$ cat config.mk
export PLATFORM = sky130hd
export DESIGN_NAME = linear_feed_sr_param
export DESIGN_NICKNAME = d
export VERILOG_FILES = /design/src/rtl/linear_feed_sr_param.sv
export SDC_FILE = /design/constraint.sdc
export NUM_CORES = 1
export LEC_CHECK = 0
export ABC_AREA = 1
export BUFFER_PORTS_ARGS = -buffer_cell sky130_fd_sc_hd__clkbuf_2
export CAP_MARGIN = 20
export CORE_ASPECT_RATIO = 0.5
export CORE_MARGIN = 2
export CORE_UTILIZATION = 60
export DETAILED_ROUTE_END_ITERATION = 16
export PLACE_DENSITY = 0.82
export SLEW_MARGIN = 20
export SYNTH_ARGS = -nofsm -noshare
export SYNTH_HDL_FRONTEND = slang
export SYNTH_SLANG_ARGS = --single-unit
$ cat constraint.sdc
create_clock -name clk -period 4.8 [get_ports clk]
set_input_delay 0.72 -clock clk [delete_from_list [all_inputs] [get_ports clk]]
set_output_delay 0.72 -clock clk [all_outputs]
set_load 0.01 [all_outputs]
$ cat src/rtl/linear_feed_sr_param.sv
// Parameterised LFSR (Fibonacci or Galois) with free-run and burst stepping.
// Holds a seed reference, counts steps, pulses done at burst end and wrap on return to seed.
//
// Ports:
//   clk        rising-edge clock
//   clear      synchronous active-high reset
//   load       load seed_in (zero replaced by 1) into register and seed reference
//   seed_in    seed value used by load
//   start      begin stepping (sampled in IDLE only)
//   stop       end free-run / abort burst
//   free_run   sampled with start: 1 = free-run, 0 = burst
//   burst_len  sampled with start: number of burst steps
//   lfsr_out   current register state
//   serial_out msb of lfsr_out
//   busy       high while stepping (FREE or BURST)
//   done       one-cycle pulse after the final burst step
//   wrap       one-cycle pulse when a step lands on the seed reference
//   step_cnt   steps since last clear/load/start
module linear_feed_sr_param #(
    parameter int unsigned      WIDTH  = 4,
    parameter logic [WIDTH-1:0] TAPS   = 4'b1100,
    parameter bit               GALOIS = 1'b0,
    parameter logic [WIDTH-1:0] SEED   = {{(WIDTH-1){1'b0}}, 1'b1},
    parameter int unsigned      CW     = 16
) (
    input  logic             clk,
    input  logic             clear,
    input  logic             load,
    input  logic [WIDTH-1:0] seed_in,
    input  logic             start,
    input  logic             stop,
    input  logic             free_run,
    input  logic [CW-1:0]    burst_len,
    output logic [WIDTH-1:0] lfsr_out,
    output logic             serial_out,
    output logic             busy,
    output logic             done,
    output logic             wrap,
    output logic [CW-1:0]    step_cnt
);

    if (WIDTH < 3 || WIDTH > 32) begin : g_bad_width
        $error("linear_feed_sr_param: WIDTH must be 3..32");
    end

    localparam logic [1:0] S_IDLE  = 2'd0;
    localparam logic [1:0] S_FREE  = 2'd1;
    localparam logic [1:0] S_BURST = 2'd2;
    localparam logic [1:0] S_DONE  = 2'd3;

    localparam logic [WIDTH-1:0] ONE = {{(WIDTH-1){1'b0}}, 1'b1};
    // The all-zero state is a lock-up state, so a zero seed is never used.
    localparam logic [WIDTH-1:0] SEED_OK = (SEED == '0) ? ONE : SEED;

    logic [1:0]       state;
    logic [WIDTH-1:0] q;
    logic [WIDTH-1:0] seed_ref;
    logic [WIDTH-1:0] step_q;
    logic [WIDTH-1:0] seed_fix;
    logic [CW-1:0]    cnt;
    logic [CW-1:0]    left;
    logic             done_r;
    logic             wrap_r;

    if (GALOIS) begin : g_galois
        assign step_q = {q[WIDTH-2:0], 1'b0} ^ (q[WIDTH-1] ? TAPS : '0);
    end else begin : g_fib
        assign step_q = {q[WIDTH-2:0], ^(q & TAPS)};
    end

    assign seed_fix = (seed_in == '0) ? ONE : seed_in;

    always_ff @(posedge clk) begin
        if (clear) begin
            state    <= S_IDLE;
            q        <= SEED_OK;
            seed_ref <= SEED_OK;
            cnt      <= '0;
            left     <= '0;
            done_r   <= 1'b0;
            wrap_r   <= 1'b0;
        end else if (load) begin
            state    <= S_IDLE;
            q        <= seed_fix;
            seed_ref <= seed_fix;
            cnt      <= '0;
            done_r   <= 1'b0;
            wrap_r   <= 1'b0;
        end else begin
            done_r <= 1'b0;
            wrap_r <= 1'b0;
            unique case (state)
                S_IDLE: begin
                    if (start) begin
                        cnt <= '0;
                        if (free_run) begin
                            state <= S_FREE;
                        end else if (burst_len != '0) begin
                            state <= S_BURST;
                            left  <= burst_len;
                        end else begin
                            // Empty burst completes at once without stepping.
                            state  <= S_DONE;
                            done_r <= 1'b1;
                        end
                    end
                end
                S_FREE, S_BURST: begin
                    if (stop) begin
                        state <= S_IDLE;
                    end else begin
                        q      <= step_q;
                        cnt    <= cnt + 1'b1;
                        wrap_r <= (step_q == seed_ref);
                        if (state == S_BURST) begin
                            left <= left - 1'b1;
                            if (left == CW'(1)) begin
                                state  <= S_DONE;
                                done_r <= 1'b1;
                            end
                        end
                    end
                end
                S_DONE: begin
                    state <= S_IDLE;
                end
                default: begin
                    state <= S_IDLE;
                end
            endcase
        end
    end

    assign lfsr_out   = q;
    assign serial_out = q[WIDTH-1];
    assign busy       = (state == S_FREE) || (state == S_BURST);
    assign done       = done_r;
    assign wrap       = wrap_r;
    assign step_cnt   = cnt;

endmodule

======== After elaboration in Yosys (flattened, before gate mapping) ========
Index checks and enable logic that the tools add are counted.
word-level totals
  logic and storage cells ................. 65
  output and inout port bits .............. 24
  register bits after elaboration ......... 44
  bits of input ports ..................... 26
cells by class
  $add $sub $neg .......................... 2
  reductions and logical operators ........ 14
  mux-type cells .......................... 27
  bitwise logic cells ..................... 2
  eq/ne operators ......................... 13
operators by type and width
  kind                     number
  $mux W16                 7
  $pmux W16 S2             2
  $add A16 B1 Y16 const B  1
  $eq A16 B1 Y1 const B    1
  $mux W4                  4
  $reduce_bool A16 Y1      1
  $sub A16 B1 Y16 const B  1
  $ne A2 B2 Y1 const B     6
  $mux W2                  5
  $mux W1                  7
  $reduce_and A7 Y1        1
  $ne A3 B3 Y1 const B     2
  $pmux W2 S3              1
  $reduce_and A3 Y1        2
  $eq A2 B2 Y1 const B     2
  $eq A4 B4 Y1             1
  $logic_not A4 Y1         1
  $reduce_bool A2 Y1       2
  $reduce_or A2 Y1         2
  $reduce_or A4 Y1         1
  $reduce_xor A4 Y1        1
  $eq A2 B1 Y1 const B     1
  $logic_not A2 Y1         1
  $not A1 Y1               2
  other kinds (3)          3

======== Depth between registers and ports, before layout ========
  depth after elaboration ................. 5
  gate-level depth with buffers ........... 13
  mapped depth without buffers ............ 12

======== Worst setup path before layout ========
No wires, ideal clock.
  path kind ............................... register -> register
  from .................................... register state[0]
  to ...................................... register left[13]
  data required time ...................... 4.672 ns
  period minus slack after synthesis ...... 1.878 ns
  setup time .............................. 0.128 ns
  arrival time ............................ 1.750 ns
  cell stages (with the launch flop) ...... 13
  path buffers ............................ 2
  path slack .............................. 2.922 ns
  cells stage by stage .................... dfxtp_1 inv_1 ha_1 buf_4 nand2_1 nand3_4 nor2_4 nand3_4 buf_6 nand2_1 inv_1 nor2_1 nor2_1
on the way
  cells in the longest elaborated chain, start to end .. 4
  elaborated cells between the ends (all ways) .. 12
  those cells by class .................... eq/ne (7); mux (1); reduce/logical (4)
RTL lines
  element                                                              RTL line  text
  start: declaration                                                   55        logic [1:0] state;
  start signal: assignment                                             75        state <= S_IDLE;
  start signal: assignment                                             83        state <= S_IDLE;
  start signal: assignment                                             97        state <= S_FREE;
  $eq A2 B2 Y1 or $eq A2 B1 Y1 (tied branches)                         92, 115
  $reduce_or A2 Y1                                                     92        unique case (state)
  $ne A2 B2 Y1 (no source line) or $reduce_bool A2 Y1 (tied branches)  -
  $reduce_and A7 Y1 (no source line)                                   -
  end signal: assignment                                               100       left <= burst_len;
  end signal: assignment                                               116       left <= left - 1'b1;
  end: declaration                                                     61        logic [CW-1:0] left;
Parallel ways exist; a longest one is shown, timed or not.
A chain may end at the register's enable or synchronous reset.

======== Worst setup path after layout ========
  from .................................... register state[0]
  to ...................................... register left[12]
The elaborated chain is that of the path after synthesis.

==> key figures <==
Layout
  – Highest-count cells in the layout ignoring fill and taps: 117 x nand2_1, 58 x nor2_1, 50 x inv_1
  – Syn-to-layout area delta: 13.4%
  – Commonest non-fill, non-tap cell in the layout: nand2_1
  – N_diodes: 0
  – Final Non-Filler Cells: around 530
  – Layout cells sized above 1: 17.2%
  – Fin nets: between 500 and 600

Clock tree
  – Clock transition at path regs: roughly 0.090 ns
  – CTS Buffer Depth: 2
  – CTS tree: yes
  – H-tree Lvls: 2
  – Clock tree sinks: 44
  – Post-CTS Setup Repair Bufs: 0
  – Root buf cell: clkbuf_8
  – Hold buffers post-CTS: 0
  – Cts bufs inserted: 5
  – PostCTS Resize Cnt: 0
  – Clk_lat worst skew: 0.31 ns

Timing
  – Tmin final: approximately 2.6 ns
  – Fin crit share: a little over half
  – RSZ-0062 raised after global routing: no
  – Final TNS setup: 0 ns
  – Relative slew slack: 51.1%
  – Setup violators final: 0
  – Final Hold Vio Count: 0
  – Fin Clk Skew: roughly 0.011 ns
  – Slew @ Worst Pin: 0.734 ns
  – Final WS setup: 2.18 ns
  – F_max: roughly 0.38 GHz
  – Slew Viols, Final: 0

Floorplanning
  – Die area: 5170 um^2
  – Die X: 99.7 um
  – Core ar.: 4400 um^2
  – Row count: 17
  – I/O Pins: 50
  – Initial cell density of the core: between 60 and 70%
  – Die Y: 51.8 um

Pwr
  – Seq pwr share: 41.9%
  – Clock power share: 31.0%
  – Pleak: approximately 1.5 nW
  – Worst vdd ir: 0.163 mV
  – Switching share of power: approximately 34%
  – Pwr Density: ~300 nW/um^2
  – Internal: 0.629 mW
  – Final Power: 0.958 mW
  – Comb power frac: 27.2%
  – Net switching power: 0.329 mW

Synth
  – Mean post-synth cell area: 6.51 um^2
  – Synthesized flop and latch total: 44
  – Top cell type's share of synthesized area: 32.1%
  – Main synth FF type: dfxtp_1
  – Post-synth top area cell: dfxtp_1
  – Async SR Flop Fraction: 0%
  – Register area share after synthesis: 32.1%
  – Netlist cell types: 43
  – Total number of yosys warnings: 0
  – Synthesized area: about 2700 um^2
  – Top cells by area, synth: dfxtp_1 32%, nand2_1 16%, nor2_1 7.9%, inv_1 6.8%, nand3_1 4.7%
  – Mapped Nets: 456
  – Post-Syn Instances: 422
  – Post-synth EDFFs: 0

Worst setup path
  – CP bufs+invs: 3
  – Crit. End Element: flop
  – Crit-path cells: inv_1 > ha_1 > inv_4 > nand2_4 > nand3_4 > nor2_4 > nand3_4 > clkinv_2 > o21ai_0 > nor2_1
  – R2r worst-path depth: 10
  – CP arrival: 2.86 ns
  – Worst R2R Start: state[0]
  – Worst Path Required: a little over 5 ns
  – Reg2reg end: left[12]
  – Kind of critical path: flop to flop
  – Critical Path Slowest Stage Cell: ha_1
  – Flop2flop setup slack: 2.18 ns
  – Crit path launch type: flop
  – CP max stage delay: 0.78 ns
  – Family with the most delay on the worst path: adder cells
  – Most used cell, CP: nand3_4
  – Critical Path Fanout Max: 21

Detailed routing
  – Total number of vias: 2,801
  – Met2 routed WL: slightly above 3 mm
  – Antenna viol nets, final: 0
  – WL final: 6.37 mm
  – Number of DRC markers in iteration 0: 128
  – Router iterations before antenna repair: 5
  – Vias/cell: 5.31
  – Routed len/inst: 12.1 um
  – Wire length on met1: approximately 3 mm
  – Met3 wire length: between 300 and 400 um
  – DR top layer: met4
  – DRC viols: 0

Global route
  – Initial antenna violation count: 0
  – GRT Total Usage: 25.8%
  – Largest net degree at the start of global routing: 22
  – Vias in the first global route: between 2k and 2.5k
  – First-pass GRT wire length: between 10 and 15 mm
  – GRT Residual Overflow: 0

Run
  – Max-cap viol count: 0

Place
  – Post-detail-place hpwl: 4.75 mm
  – GP Congestion: about 0.94
  – Port-buffer cells: 49
  – Cell count after placement: between 500 and 600
  – Pre-CTS setup slack: between 2 and 2.5 ns

Min path
  – WHS Path Cells: 2
  – Worst Hold End: seed_ref[2]
  – Worst hold path class: flop to flop
  – Worst hold start: seed_ref[2]

Outcome
  – Status: finished clean
-- cells by family (layout without fill, tap and decap cells) --
kind of cell / after synthesis / count (layout) / share of synthesized area [%]
AO/OA/AOI/OAI: 63 / 63 / 13.1
XOR/XNOR: 7 / 7 / 2.23
adder cells (fa/ha/maj): 8 / 8 / 3.64
buffers and inverters: 64 / 112 / 10.0
flip-flops: 44 / 44 / 32.1
multiplexers: 2 / 2 / 0.729
AND/OR/NAND/NOR: 234 / 234 / 38.2
-- tightest hold or removal path: stages, from the launching register on --
cell and delay, ns:
dfxtp_1 0.33, nand2_1 0.06, a21oi_1 0.05
-- cell usage after synthesis, types with 3 or more instances --
cell and instances:
nor2_1 58, buf_6 3, nand4_1 8, dfxtp_1 44
nor3_1 4, xor2_1 5, nand3_1 26, a31oi_1 4
or2_2 3, nor2_4 5, a21oi_2 3, nand2_1 117
o21ai_1 3, a21oi_1 23, ha_1 8, o21ai_0 19
nor2_2 3, inv_1 50
-- power groups by stage --
stage	clock network, mW	logic, mW	registers, mW
2_1_floorplan	0	0.204	0.406
3_3_place_gp	0	0.249	0.408
3_5_place_dp	0	0.255	0.409
4_1_cts	0.302	0.258	0.401
5_1_grt	0.317	0.296	0.404
6_report	0.297	0.260	0.401
-- worst max path at each step --
stage,end,from,cells after the start
floorplan,left[13],state[0],12
global placement,left[12],state[0],10
detailed placement,left[9],state[0],10
CTS,left[9],state[0],10
global route,left[12],state[0],10
finish,left[12],state[0],10
-- layout make-up --
| class | instances | area [um^2] |
|---|---|---|
| clock inverters | 3 | 47.5 |
| well taps | 57 | 71.3 |
| repair buffers | 49 | 245 |
| clock buffers | 5 | 68.8 |
| flip-flops and latches | 44 | 881 |
| multi-input cells | 314 | 1590 |
| fillers | 383 | 1290 |
| inverters | 55 | 210 |
-- per-layer routing --
metal  vias to the layer above  GRT usage [%]
li1                       1451              -
met1                      1273           33.1
met2                        75           45.9
met3                         2           4.44
met4                         0           6.39
met5                         -              0
-- metrics by stage --
step           cell area, um^2  util, %  hold WS, ns
6_report                  3110     70.7        0.481
5_1_grt                   3110     70.7        0.512
4_1_cts                   3110     70.7        0.483
3_5_place_dp              3000     68.1        0.469
3_3_place_gp              3000     68.1        0.458
2_1_floorplan             2750        -        0.451
-- sequential cells by signal (all words and copies together), names as in the netlist --
register  flops
done          1
left         16
lfsr_out      4
seed_ref      4
state         2
step_cnt     16
wrap          1
No activity file was read; power rests on OpenSTA's default activity.
